`config.mk`:
```
export PLATFORM = sky130hd
export DESIGN_NAME = leading_count_unit_flat
export DESIGN_NICKNAME = d
export VERILOG_FILES = /design/src/rtl/leading_count_unit_if.sv /design/src/rtl/leading_count_unit.sv /design/src/flat_wrapper.sv
export SDC_FILE = /design/constraint.sdc
export NUM_CORES = 1
export LEC_CHECK = 0
export CORE_ASPECT_RATIO = 1.75
export CORE_UTILIZATION = 29
export DETAILED_ROUTE_END_ITERATION = 12
export DONT_BUFFER_PORTS = 1
export GPL_TIMING_DRIVEN = 0
export SYNTH_ARGS = -nofsm -noshare
export SYNTH_HDL_FRONTEND = slang
export SYNTH_SLANG_ARGS = --single-unit
```
`constraint.sdc`:
```
create_clock -name clk -period 5 [get_ports clk]
set_input_delay 0.75 -clock clk [delete_from_list [all_inputs] [get_ports clk]]
set_output_delay 0.75 -clock clk [all_outputs]
set_load 0.02 [all_outputs]
```
`src/rtl/leading_count_unit_if.sv`:
```
// Operand/result bundle for the leading count unit.
//
// Handshake: the master raises start with mode and a. The slave accepts the request
// at any rising edge where busy is low, and ignores start while busy is high. done is a
// one-cycle pulse. result and all_match are valid from that pulse and hold their values
// until the next done.
interface leading_count_unit_if #(
  parameter int WIDTH = 32
) ();
  localparam int RW = $clog2(WIDTH + 1);

  logic             start;
  logic             mode;
  logic [WIDTH-1:0] a;
  logic             busy;
  logic             done;
  logic [RW-1:0]    result;
  logic             all_match;

  modport master (
    output start, mode, a,
    input  busy, done, result, all_match
  );

  modport slave (
    input  start, mode, a,
    output busy, done, result, all_match
  );
endinterface

```
`src/rtl/leading_count_unit.sv`:
```
// Multi-cycle leading-zero / leading-one counter. Each scan cycle examines STEP bits,
// starting from the MSB. CLO is handled as CLZ of the inverted operand, so the scan
// always looks for the first 1. A scan stops at the first chunk that holds a 1, or
// after N chunks.
module leading_count_unit #(
  parameter int WIDTH = 32,
  parameter int STEP  = 8
) (
  input  logic                 clk,
  input  logic                 rst_n,
  leading_count_unit_if.slave  bus,
  output logic [1:0]           dbg_state
);
  localparam int N  = WIDTH / STEP;
  localparam int RW = $clog2(WIDTH + 1);
  localparam int IW = (N > 1) ? $clog2(N) : 1;

  typedef enum logic [1:0] {
    S_IDLE = 2'd0,
    S_SCAN = 2'd1,
    S_DONE = 2'd2
  } state_t;

  state_t           state_q, state_d;
  logic [WIDTH-1:0] sh_q, sh_d;
  logic [RW-1:0]    cnt_q, cnt_d;
  logic [IW-1:0]    idx_q, idx_d;
  logic             busy_q, busy_d;
  logic             done_q, done_d;
  logic [RW-1:0]    result_q, result_d;
  logic             all_match_q, all_match_d;

  logic [STEP-1:0]  chunk;
  logic [RW-1:0]    chunk_lz;
  logic             chunk_hit;

  // Count the leading zeros of the chunk at the top of the shift register
  always_comb begin
    chunk     = sh_q[WIDTH-1 -: STEP];
    chunk_lz  = '0;
    chunk_hit = 1'b0;
    for (int i = STEP - 1; i >= 0; i--) begin
      if (!chunk_hit) begin
        if (chunk[i]) chunk_hit = 1'b1;
        else          chunk_lz  = chunk_lz + RW'(1);
      end
    end
  end

  // Next-state logic. DONE accepts a new start exactly as IDLE does
  always_comb begin
    state_d     = state_q;
    sh_d        = sh_q;
    cnt_d       = cnt_q;
    idx_d       = idx_q;
    result_d    = result_q;
    all_match_d = all_match_q;
    case (state_q)
      S_SCAN: begin
        if (chunk_hit) begin
          cnt_d       = cnt_q + chunk_lz;
          result_d    = cnt_q + chunk_lz;
          all_match_d = 1'b0;
          state_d     = S_DONE;
        end else if (idx_q == IW'(N - 1)) begin
          // The last chunk is also empty, so the whole operand matched
          cnt_d       = RW'(WIDTH);
          result_d    = RW'(WIDTH);
          all_match_d = 1'b1;
          state_d     = S_DONE;
        end else begin
          cnt_d = cnt_q + RW'(STEP);
          sh_d  = sh_q << STEP;
          idx_d = idx_q + IW'(1);
        end
      end
      default: begin
        if (bus.start) begin
          sh_d    = bus.mode ? ~bus.a : bus.a;
          cnt_d   = '0;
          idx_d   = '0;
          state_d = S_SCAN;
        end else begin
          state_d = S_IDLE;
        end
      end
    endcase
    busy_d = (state_d == S_SCAN);
    done_d = (state_d == S_DONE);
  end

  // State and registered outputs; reset aborts any scan without a done pulse
  always_ff @(posedge clk) begin
    if (!rst_n) begin
      state_q     <= S_IDLE;
      sh_q        <= '0;
      cnt_q       <= '0;
      idx_q       <= '0;
      busy_q      <= 1'b0;
      done_q      <= 1'b0;
      result_q    <= '0;
      all_match_q <= 1'b0;
    end else begin
      state_q     <= state_d;
      sh_q        <= sh_d;
      cnt_q       <= cnt_d;
      idx_q       <= idx_d;
      busy_q      <= busy_d;
      done_q      <= done_d;
      result_q    <= result_d;
      all_match_q <= all_match_d;
    end
  end

  assign bus.busy      = busy_q;
  assign bus.done      = done_q;
  assign bus.result    = result_q;
  assign bus.all_match = all_match_q;
  assign dbg_state     = state_q;
endmodule

```
`src/flat_wrapper.sv`:
```
// flat-port wrapper written by rule: the top's interface ports become plain ports
module leading_count_unit_flat 
#(
  parameter int WIDTH = 32,
  parameter int STEP  = 8
)
  (clk, rst_n, dbg_state, bus_start, bus_mode, bus_a, bus_busy, bus_done, bus_result, bus_all_match);
  leading_count_unit_if #(.WIDTH(WIDTH)) bus_i ();
  input  logic clk;
  input  logic rst_n;
  output logic [1:0] dbg_state;
  input wire logic [$bits(bus_i.start)-1:0] bus_start;
  input wire logic [$bits(bus_i.mode)-1:0] bus_mode;
  input wire logic [$bits(bus_i.a)-1:0] bus_a;
  output wire logic [$bits(bus_i.busy)-1:0] bus_busy;
  output wire logic [$bits(bus_i.done)-1:0] bus_done;
  output wire logic [$bits(bus_i.result)-1:0] bus_result;
  output wire logic [$bits(bus_i.all_match)-1:0] bus_all_match;
  assign bus_i.start = bus_start;
  assign bus_i.mode = bus_mode;
  assign bus_i.a = bus_a;
  assign bus_busy = bus_i.busy;
  assign bus_done = bus_i.done;
  assign bus_result = bus_i.result;
  assign bus_all_match = bus_i.all_match;
  leading_count_unit #(.WIDTH(WIDTH), .STEP(STEP)) u_core (.clk(clk), .rst_n(rst_n), .bus(bus_i), .dbg_state(dbg_state));
endmodule
```
-- Word-level counts from Yosys, hierarchy flattened
Cells that the tools add are included.
- $add $sub $neg: 10
- eq/ne operators: 6
- muxes and demuxes: 51
- bitwise logic cells: 1
- reduce and logical (&&, ||, !) cells: 4
- operator list (operator ; count):
    2-to-1 mux 32 bit ; 5
    2-to-1 mux 6 bit ; 20
    adder 6 x 1 -> 6 bit, second input constant ; 6
    NOT 32 bit ; 1
    2-to-1 mux 1 bit ; 19
    2-to-1 mux 2 bit ; 7
    adder 6 x 4 -> 6 bit, second input constant ; 1
    adder 6 bit ; 1
    equality test 2 x 1 -> 1 bit, second input constant ; 2
    equality test 2 bit, second input constant ; 2
    inequality test 2 bit, second input constant ; 2
    nonzero test 2 bit ; 2
    AND reduction 3 bit ; 1
    adder 1 x 1 -> 2 bit, second input constant ; 1
    adder 2 x 1 -> 2 bit, second input constant ; 1
    AND reduction 2 bit ; 1
- bits in registers: 51
- input port bits: 36
- output and inout bits: 11
- logic and storage cells: 80

-- Logic depth before layout (Yosys ltp)
Gate-level depths: netlist of the first run.
- depth in word-level cells: 25
- gate-level depth with buffers: 19
- depth with buffers taken out: 19

-- Worst setup path before layout of the first run
OpenSTA, ideal clock, no wires.
- path type: flip-flop to flip-flop
- start point: reg u_core.sh_q[30]
- end point: reg u_core.cnt_q[5]
- setup time: 0.116 ns
- arrival time: 3.762 ns
- data required time: 4.885 ns
- setup slack: 1.123 ns
- cell stages (with the launch flop): 19
- path buffers: 0
- period minus slack after synthesis: 3.877 ns
- cells stage by stage: dfxtp_1 -> inv_1 -> a21oi_1 -> ha_1 -> o31a_2 -> ha_1 -> nand2_1 -> nand2_1 -> ha_1 -> mux2i_1 -> o21ai_1 -> ha_1 -> mux2_2 -> ha_1 -> a211oi_1 -> o21bai_1 -> a21oi_1 -> o21ai_0 -> a31o_1
- cells in the longest elaborated chain, start to end: 23
- elaborated cells on any way between the ends: 31
- those cells by class: add/sub: 7; mux: 24
- ends and longest elaborated chain (item ; RTL line ; RTL):
    start, declared ; leading_count_unit.sv:25 ; logic [WIDTH-1:0] sh_q, sh_d;
    start signal, assigned ; leading_count_unit.sv:96 ; sh_q <= '0;
    start signal, assigned ; leading_count_unit.sv:105 ; sh_q <= sh_d;
    2-to-1 mux 6 bit ; leading_count_unit.sv:44 ; if (chunk[i]) chunk_hit = 1'b1;
    2-to-1 mux 6 bit ; leading_count_unit.sv:43 ; if (!chunk_hit) begin
    adder 6 x 1 -> 6 bit ; leading_count_unit.sv:45 ; else chunk_lz = chunk_lz + RW'(1);
    2-to-1 mux 6 bit ; leading_count_unit.sv:44 ;
    2-to-1 mux 6 bit ; leading_count_unit.sv:43 ;
    adder 6 x 1 -> 6 bit ; leading_count_unit.sv:45 ;
    2-to-1 mux 6 bit ; leading_count_unit.sv:44 ;
    2-to-1 mux 6 bit ; leading_count_unit.sv:43 ;
    (+7 left out) ; n/a ;
    2-to-1 mux 6 bit ; leading_count_unit.sv:44 ;
    2-to-1 mux 6 bit ; leading_count_unit.sv:43 ;
    adder 6 x 1 -> 6 bit ; leading_count_unit.sv:45 ;
    2-to-1 mux 6 bit ; leading_count_unit.sv:44 ;
    2-to-1 mux 6 bit ; leading_count_unit.sv:43 ;
    adder 6 bit ; leading_count_unit.sv:61 ; cnt_d = cnt_q + chunk_lz;
    2-to-1 mux 6 bit (*) ; leading_count_unit.sv:60 ; if (chunk_hit) begin
    2-to-1 mux 6 bit (*) ; leading_count_unit.sv:58 ; case (state_q)
    end signal, assigned ; leading_count_unit.sv:106 ; cnt_q <= cnt_d;
    end, declared ; leading_count_unit.sv:26 ; logic [RW-1:0] cnt_q, cnt_d;
Every way passes the cells marked *; elsewhere a longest branch is shown, timed or not.
A chain may end at the register's enable or synchronous reset.

-- Worst setup path after layout of the first run
Ends and elaborated chain as after synthesis.

==> key figures, run 1 <==
Run status
  – Status: completed

Final layout
  – Final nets: 411
  – Commonest non-fill, non-tap cell in the layout: nand2_1
  – Filler cells: 1,053
  – Diodes inserted: 0
  – Fin cells: around 500
  – Area of the multi-input gates: 0.00183 sq mm
  – Commonest non-fill, non-tap cells in the layout: 67 x nand2_1, 51 x dfxtp_1, 37 x xnor2_1, 32 x a21boi_1, 25 x o211ai_1
  – Area growth, synth to finish: 10.7%
  – Layout cells sized above 1: 0.0659
  – FF/Latch Area: 0.00102 sq mm

Power
  – Cell-internal power: 0.870 mW
  – Switching Share: 0.346
  – Net Switching: roughly 0.46 mW
  – Clock power frac: 0.274
  – Worst IR Drop VDD: 0.221 mV
  – Comb pwr share: 0.354
  – Sequential Power Share: 0.372
  – Power Density: 406 mW/mm^2
  – Pleak: approximately 1.2 nW

STA
  – Max Clock Freq: 0.236 GHz
  – Slew margin rel.: 0.587
  – Final Cycle Share: 0.849
  – Worst Skew: just under 0.007 ns
  – Measured slew at the worst slew-check pin: ~0.61 ns
  – Final setup fails: 0
  – Fin crit period: between 4 and 5 ns
  – Total Neg Setup Slack: 0 ns
  – Unrepaired setup endpoints after global routing: no
  – Hold Vio Cnt, Final: 0
  – Fin. max-slew vios: 0

Yosys
  – Main flop type after synthesis: dfxtp_1
  – Netlist cell types: 46
  – Cells after Synth: 356
  – Synth top area share: 0.344
  – Cell Area, Synth: around 0.003 sq mm
  – Sequential share of the synthesized area: 0.344
  – Asr flop ratio synth: 0
  – Synth top area cells: dfxtp_1 34%, xnor2_1 11%, nand2_1 8.5%, a21boi_1 8.1%, o211ai_1 6.3%
  – Syn avg cell area: around 8.3 sq um
  – EDFF count, synth: 0
  – Number of synthesized register bits: 51
  – Yosys warning count: 0
  – Post-synth top area cell: dfxtp_1
  – Mapped Nets: 404

GRT
  – Gr usage total: 0.144
  – Pin count of the biggest net entering global routing: 16
  – Congestion Overflow GR: 0
  – Initial antenna violation count: 0
  – Vias in the first global route: about 2,400
  – First-pass GRT wire length: between 10 and 15 mm

Clock tree
  – Clk Latency, worst-skew pair: approximately 0.3 ns
  – Root Buffer: clkbuf_16
  – Longest Clk Path Bufs: 2
  – Setup Fix Bufs, Post-CTS: 0
  – CTS tree: yes
  – CTS resizes: 0
  – Register clock-pin slew on the reported worst setup and hold paths: 0.07 ns
  – CTS sink cnt: slightly above 50
  – CTS Buf Count: 5
  – Cts hold-fix bufs: 0
  – Clock H-tree levels: 2

Setup path
  – Setup CP Type: register to register
  – Worst R2R Setup Slack: 0.75 ns
  – Setup crit start kind: register
  – CP top delay family: compound AO/OA/AOI/OAI gates
  – Critical Path Most Common Cell: ha_1
  – Slowest stage delay, CP: 0.44 ns
  – R2r startpoint: u_core.sh_q[30]$_SDFFE_PN0P_
  – CP max FO: 6
  – Crit-path cells: inv_1 > a21oi_1 > ha_1 > o31a_2 > ha_1 > nand2_1 > nand2_1 > ha_1 > mux2i_1 > o21ai_1 > ha_1 > mux2_2 > ha_1 > a211oi_1 > o21bai_1 > a21oi_1 > o21ai_0 > a31o_1
  – Endpoint class of the critical path: register
  – Reg2Reg Depth: 18
  – Reg2reg end: u_core.cnt_q[5]$_SDFFE_PN0P_
  – Arrival @ worst endpoint: 4.43 ns
  – WP data required: 5.18 ns
  – Crit-path slowest cell: dfxtp_1
  – WP buf/inv: 1

Worst hold path
  – Min-Delay Endpoint: u_core.sh_q[23]$_SDFFE_PN0P_
  – Worst hold path class: register to register
  – Worst Hold Launch: u_core.sh_q[23]$_SDFFE_PN0P_
  – Hold depth: 2

Placed design
  – Detail Placement HPWL: 5.93 mm
  – GP Congestion: 0.835
  – # placed instances: just under 500
  – IO buf count: 0

Die
  – Die height: 136 um
  – Die ar.: 0.0106 sq mm
  – Die W: 78.4 um
  – Core area: 0.00991 sq mm
  – # rows: 48
  – # IOs: 47
  – Starting Density: 0.299

Drt
  – WL final: roughly 7.3 mm
  – Post-route ant nets: 0
  – TritonRoute pass-1 iters: 4
  – Starting DRC count in detailed routing: 107
  – Vias per Instance: 4.99
  – # DRC: 0
  – Wire length per cell: 14.9 um
  – Via count: 2,438

Run
  – Max Cap Viol: 0
worst reg2reg max path: stages (launching register included):
cell and delay [ns]:
dfxtp_1 0.44, inv_1 0.06, a21oi_1 0.16, ha_1 0.24, o31a_2 0.33, ha_1 0.32
nand2_1 0.06, nand2_1 0.05, ha_1 0.28, mux2i_1 0.18, o21ai_1 0.13, ha_1 0.32
mux2_2 0.27, ha_1 0.31, a211oi_1 0.23, o21bai_1 0.10, a21oi_1 0.27, o21ai_0 0.14
a31o_1 0.23
power by group through the flow:
| stage | clock, mW | sequential (mW) | combinational, mW |
|---|---|---|---|
| final | 0.364 | 0.495 | 0.472 |
| after global routing | 0.388 | 0.501 | 0.529 |
| after CTS | 0.368 | 0.495 | 0.478 |
| after detailed placement | 0 | 0.505 | 0.475 |
| after global placement | 0 | 0.503 | 0.467 |
| after floorplan | 0 | 0.495 | 0.379 |
synth_stat cells (2+ instances only):
cell	count
a21o_1	3
o211ai_1	25
nand3_1	11
and3_1	2
a22oi_1	2
a21oi_1	11
nor2_1	8
o211a_1	2
clkbuf_1	15
xnor2_1	37
o2bb2ai_1	2
nor2b_1	5
inv_1	6
o21ai_0	12
nor3_1	2
a31oi_1	2
nand2_1	67
or4_4	2
a21boi_1	32
dfxtp_1	51
mux2i_1	3
and2_1	15
ha_1	11
buf_2	6
o21bai_1	2
o21ai_1	2
metal layers:
| metal | vias to the layer above | GRT usage | wire length [um] |
|---|---|---|---|
| li1 | 1251 | - | - |
| met1 | 1136 | 0.132 | 2650 |
| met2 | 42 | 0.294 | 4190 |
| met3 | 9 | 0.0296 | 290 |
| met4 | 0 | 0.0617 | 147 |
| met5 | - | 0 | 0 |
flip-flops by register name, summed over array words and instances, names as in the netlist:
| name | flops |
|---|---|
| u_core.bus.all_match | 1 |
| u_core.bus.busy | 1 |
| u_core.bus.done | 1 |
| u_core.bus.result | 6 |
| u_core.cnt_q | 6 |
| u_core.dbg_state | 2 |
| u_core.idx_q | 2 |
| u_core.sh_q | 32 |
worst max path at each step:
stage	startpoint	end	slack (ns)	depth (start not counted)
floorplan	u_core.sh_q[30]$_SDFFE_PN0P_	u_core.cnt_q[5]$_SDFFE_PN0P_	1.12	18
global placement	u_core.sh_q[30]$_SDFFE_PN0P_	u_core.cnt_q[5]$_SDFFE_PN0P_	0.83	18
detailed placement	u_core.sh_q[30]$_SDFFE_PN0P_	u_core.cnt_q[5]$_SDFFE_PN0P_	0.77	18
CTS	u_core.sh_q[30]$_SDFFE_PN0P_	u_core.cnt_q[5]$_SDFFE_PN0P_	0.74	18
global route	u_core.sh_q[30]$_SDFFE_PN0P_	u_core.cnt_q[5]$_SDFFE_PN0P_	0.45	18
finish	u_core.sh_q[30]$_SDFFE_PN0P_	u_core.cnt_q[5]$_SDFFE_PN0P_	0.75	18
cell families after synthesis:
group	after synthesis	synth area share
AOI/OAI and AO/OA	101	0.240
xor gates and xnor gates	38	0.112
adders and majority gates	12	0.0532
buffers and inverters	28	0.0392
DFF	51	0.344
muxes	4	0.0139
and+or+nand+nor	122	0.197
area by class of cell:
cell class,instances,area share
clock inverters,1,0.00229
multi-input cells,277,0.557
flip-flops and latches,51,0.311
clock buffers,7,0.0465
plain buffers,22,0.0286
inverters,6,0.00686
well taps,125,0.0477
stage by stage:
step	power (mW)	setup slack, ns	utilization	hold slack [ns]	area (sq um)
final	1.33	0.754	0.331	0.450	3280
after global placement	0.970	0.831	0.315	0.440	3120
after global routing	1.42	0.446	0.331	0.477	3280
after floorplan	0.874	1.12	-	0.431	2970
after CTS	1.34	0.738	0.331	0.452	3280
after detailed placement	0.980	0.767	0.315	0.442	3120
Note: power is estimated with default switching activity, not from simulation.
==> run 2: changes to the inputs <==
==> constraint.sdc (replaced) <==
create_clock -name clk -period 4.1 [get_ports clk]
set_input_delay 0.615 -clock clk [delete_from_list [all_inputs] [get_ports clk]]
set_output_delay 0.615 -clock clk [all_outputs]
set_load 0.02 [all_outputs]
==> key figures, run 2 (synthesis results as in run 1) <==
Final layout
  – Commonest non-fill, non-tap cells in the layout: 67 x nand2_1, 48 x dfxtp_1, 37 x xnor2_1, 32 x a21boi_1, 25 x o211ai_1 (was 67 x nand2_1, 51 x dfxtp_1, 37 x xnor2_1, 32 x a21boi_1, 25 x o211ai_1)
  – Diodes inserted: 0 (unchanged)
  – Largest reg by FF count: u_core.sh_q (unchanged)
  – Max FFs per register: 32 (unchanged)
  – Layout cells sized above 1: 0.0934 (was 0.0659)
  – Final Util: 0.337 (was 0.331)
  – Area growth, synth to finish: 12.7% (was 10.7%)
  – Commonest non-fill, non-tap cell in the layout: nand2_1 (unchanged)
  – Final nets: 411 (unchanged)

Clock tree
  – Register clock-pin slew on the reported worst setup and hold paths: 0.07 ns (about the same)
  – Setup Fix Bufs, Post-CTS: 0 (unchanged)
  – Clk Latency, worst-skew pair: 0.30 ns (about the same)
  – CTS sink cnt: 51 (unchanged)
  – Clock H-tree levels: 2 (unchanged)
  – Longest Clk Path Bufs: 2 (unchanged)
  – Cts hold-fix bufs: 0 (unchanged)
  – CTS Buf Count: 5 (unchanged)
  – CTS tree: yes (unchanged)
  – Root Buffer: clkbuf_16 (unchanged)

Drt
  – Wire length per cell: 14.9 um (about the same)
  – TritonRoute pass-1 iters: 4 (unchanged)
  – Starting DRC count in detailed routing: 146 (was 107)
  – Post-route ant nets: 0 (unchanged)
  – Vias per Instance: 4.97 (was 4.99)
  – WL final: 7.29 mm (was 7.27 mm)
  – Via count: 2,431 (was 2,438)
  – # DRC: 0 (unchanged)

STA
  – Final Cycle Share: 0.948 (was 0.849)
  – Measured slew at the worst slew-check pin: 0.625 ns (was 0.614 ns)
  – Hold Vio Cnt, Final: 0 (unchanged)
  – Max Clock Freq: 0.257 GHz (was 0.236 GHz)
  – Final setup fails: 0 (unchanged)
  – Worst Skew: 0.00657 ns (was 0.00692 ns)
  – Slew margin rel.: 0.580 (was 0.587)
  – Fin. max-slew vios: 0 (unchanged)
  – Fin crit period: 3.89 ns (was 4.25 ns)

Die
  – Starting Density: 0.299 (unchanged)
  – # IOs: 47 (unchanged)
  – Core area: 0.00991 sq mm (unchanged)
  – Die ar.: 0.0106 sq mm (unchanged)
  – Die height: 136 um (unchanged)
  – Die W: 78.4 um (unchanged)
  – # rows: 48 (unchanged)

Power
  – Sequential Power Share: 0.362 (was 0.372)
  – Net Switching: 0.586 mW (was 0.461 mW)
  – Pleak: 1.24 nW (was 1.23 nW)
  – Switching Share: 0.349 (was 0.346)
  – Clock power frac: 0.265 (was 0.274)
  – Power Density: 502 mW/mm^2 (was 406 mW/mm^2)
  – Comb pwr share: 0.373 (was 0.354)
  – Total Power: 1.68 mW (was 1.33 mW)
  – Worst IR Drop VDD: 0.270 mV (was 0.221 mV)
  – Cell-internal power: 1.09 mW (was 0.870 mW)

Placed design
  – Detail Placement HPWL: 5.93 mm (unchanged)
  – IO buf count: 0 (unchanged)
  – GP Congestion: 0.835 (unchanged)

Worst hold path
  – Hold depth: 2 (unchanged)
  – Worst Hold Launch: u_core.sh_q[23]$_SDFFE_PN0P_ (unchanged)
  – Worst hold path class: register to register (unchanged)
  – Min-Delay Endpoint: u_core.sh_q[23]$_SDFFE_PN0P_ (unchanged)

GRT
  – Pin count of the biggest net entering global routing: 16 (unchanged)
  – Vias in the first global route: 2,438 (unchanged)
  – Congestion Overflow GR: 0 (unchanged)
  – First-pass GRT wire length: 11.7 mm (unchanged)
  – Gr usage total: 0.144 (unchanged)
  – Initial antenna violation count: 0 (unchanged)

Setup path
  – Crit-path slowest cell: or4_4 (was dfxtp_1)
  – Setup crit start kind: register (unchanged)
  – Slowest stage delay, CP: 0.43 ns (was 0.44 ns)
  – CP max FO: 6 (unchanged)
  – CP Launch Point: u_core.sh_q[30]$_SDFFE_PN0P_ (unchanged)
  – Crit-path cells: nor2_1 > ha_1 > o31a_4 > ha_4 > nand2_1 > nand2_1 > ha_1 > nor2b_1 > xnor2_1 > or4_4 > a21boi_2 > mux2i_1 > ha_1 > o21ai_0 > o21bai_1 > a21oi_2 > o21ai_1 > a31o_1 (was inv_1 > a21oi_1 > ha_1 > o31a_2 > ha_1 > nand2_1 > nand2_1 > ha_1 > mux2i_1 > o21ai_1 > ha_1 > mux2_2 > ha_1 > a211oi_1 > o21bai_1 > a21oi_1 > o21ai_0 > a31o_1)
  – Setup CP Type: register to register (unchanged)
  – R2r startpoint: u_core.sh_q[30]$_SDFFE_PN0P_ (unchanged)
  – Arrival @ worst endpoint: 4.07 ns (was 4.43 ns)
  – Reg2Reg Depth: 18 (unchanged)
  – WP data required: 4.29 ns (was 5.18 ns)
  – Worst R2R Setup Slack: 0.21 ns (was 0.75 ns)
  – Endpoint class of the critical path: register (unchanged)
  – Reg2reg end: u_core.cnt_q[5]$_SDFFE_PN0P_ (unchanged)
  – Critical Path Most Common Cell: ha_1 (unchanged)

Run
  – Max Cap Viol: 0 (unchanged)

Run status
  – Status: completed (unchanged)
[run 2: worst max-delay path: cells and delay by family (launching register included)]
kind            cells  cell delay [ns]
compound gates      7             1.17
fa+ha+maj           4             1.03
simple gates        5             0.85
flops               1             0.37
mux                 1             0.23
xor+xnor            1             0.13
[run 2: final cells by class]
class	count	area, sq um
buffer	22	93.8
clock buffer	7	153
clock inverter	1	7.51
fill	1050	6570
inverter	6	22.5
multi-input combinational	277	1880
sequential	51	1030
tap	125	156
[run 2: per-layer routing]
layer | up-vias | wire length (um) | track usage
li1 | 1249 | - | -
met1 | 1127 | 2650 | 0.132
met2 | 47 | 4200 | 0.294
met3 | 8 | 297 | 0.0296
met4 | 0 | 148 | 0.0617
met5 | - | 0 | 0
[run 2: worst max-delay path by stage]
| stage | endpoint | slack (ns) |
|---|---|---|
| finish | u_core.cnt_q[5]$_SDFFE_PN0P_ | 0.21 |
| global route | u_core.cnt_q[5]$_SDFFE_PN0P_ | -0.003 |
| CTS | u_core.cnt_q[5]$_SDFFE_PN0P_ | 0.003 |
| detailed placement | u_core.cnt_q[5]$_SDFFE_PN0P_ | -0.13 |
| global placement | u_core.cnt_q[5]$_SDFFE_PN0P_ | -0.07 |
| floorplan | u_core.cnt_q[5]$_SDFFE_PN0P_ | 0.22 |
[run 2: what timing repair did]
| action | in CTS | in global routing |
|---|---|---|
| pin swaps | 1 | 3 |
| resized for setup | 3 | 10 |
| setup endpoints to repair | 2 | 6 |
[run 2: power by group through the flow]
stage	registers, mW	logic, mW	clock network [mW]
6_report	0.606	0.625	0.445
4_1_cts	0.604	0.584	0.449
3_3_place_gp	0.613	0.570	0
2_1_floorplan	0.604	0.462	0
3_5_place_dp	0.615	0.579	0
5_1_grt	0.613	0.697	0.473
[run 2: through the flow]
| stage | instance area, sq um | hold slack (ns) | cells | TNS (ns) | setup slack [ns] |
|---|---|---|---|---|---|
| floorplan | 2970 | 0.431 | 356 | 0 | 0.223 |
| global placement | 3120 | 0.440 | 481 | -0.0865 | -0.0694 |
| global route | 3340 | 0.466 | 489 | -0.00310 | -0.00310 |
| CTS | 3290 | 0.452 | 489 | 0 | 0.00327 |
| detailed placement | 3120 | 0.442 | 481 | -0.207 | -0.133 |
| finish | 3340 | 0.450 | 489 | 0 | 0.212 |
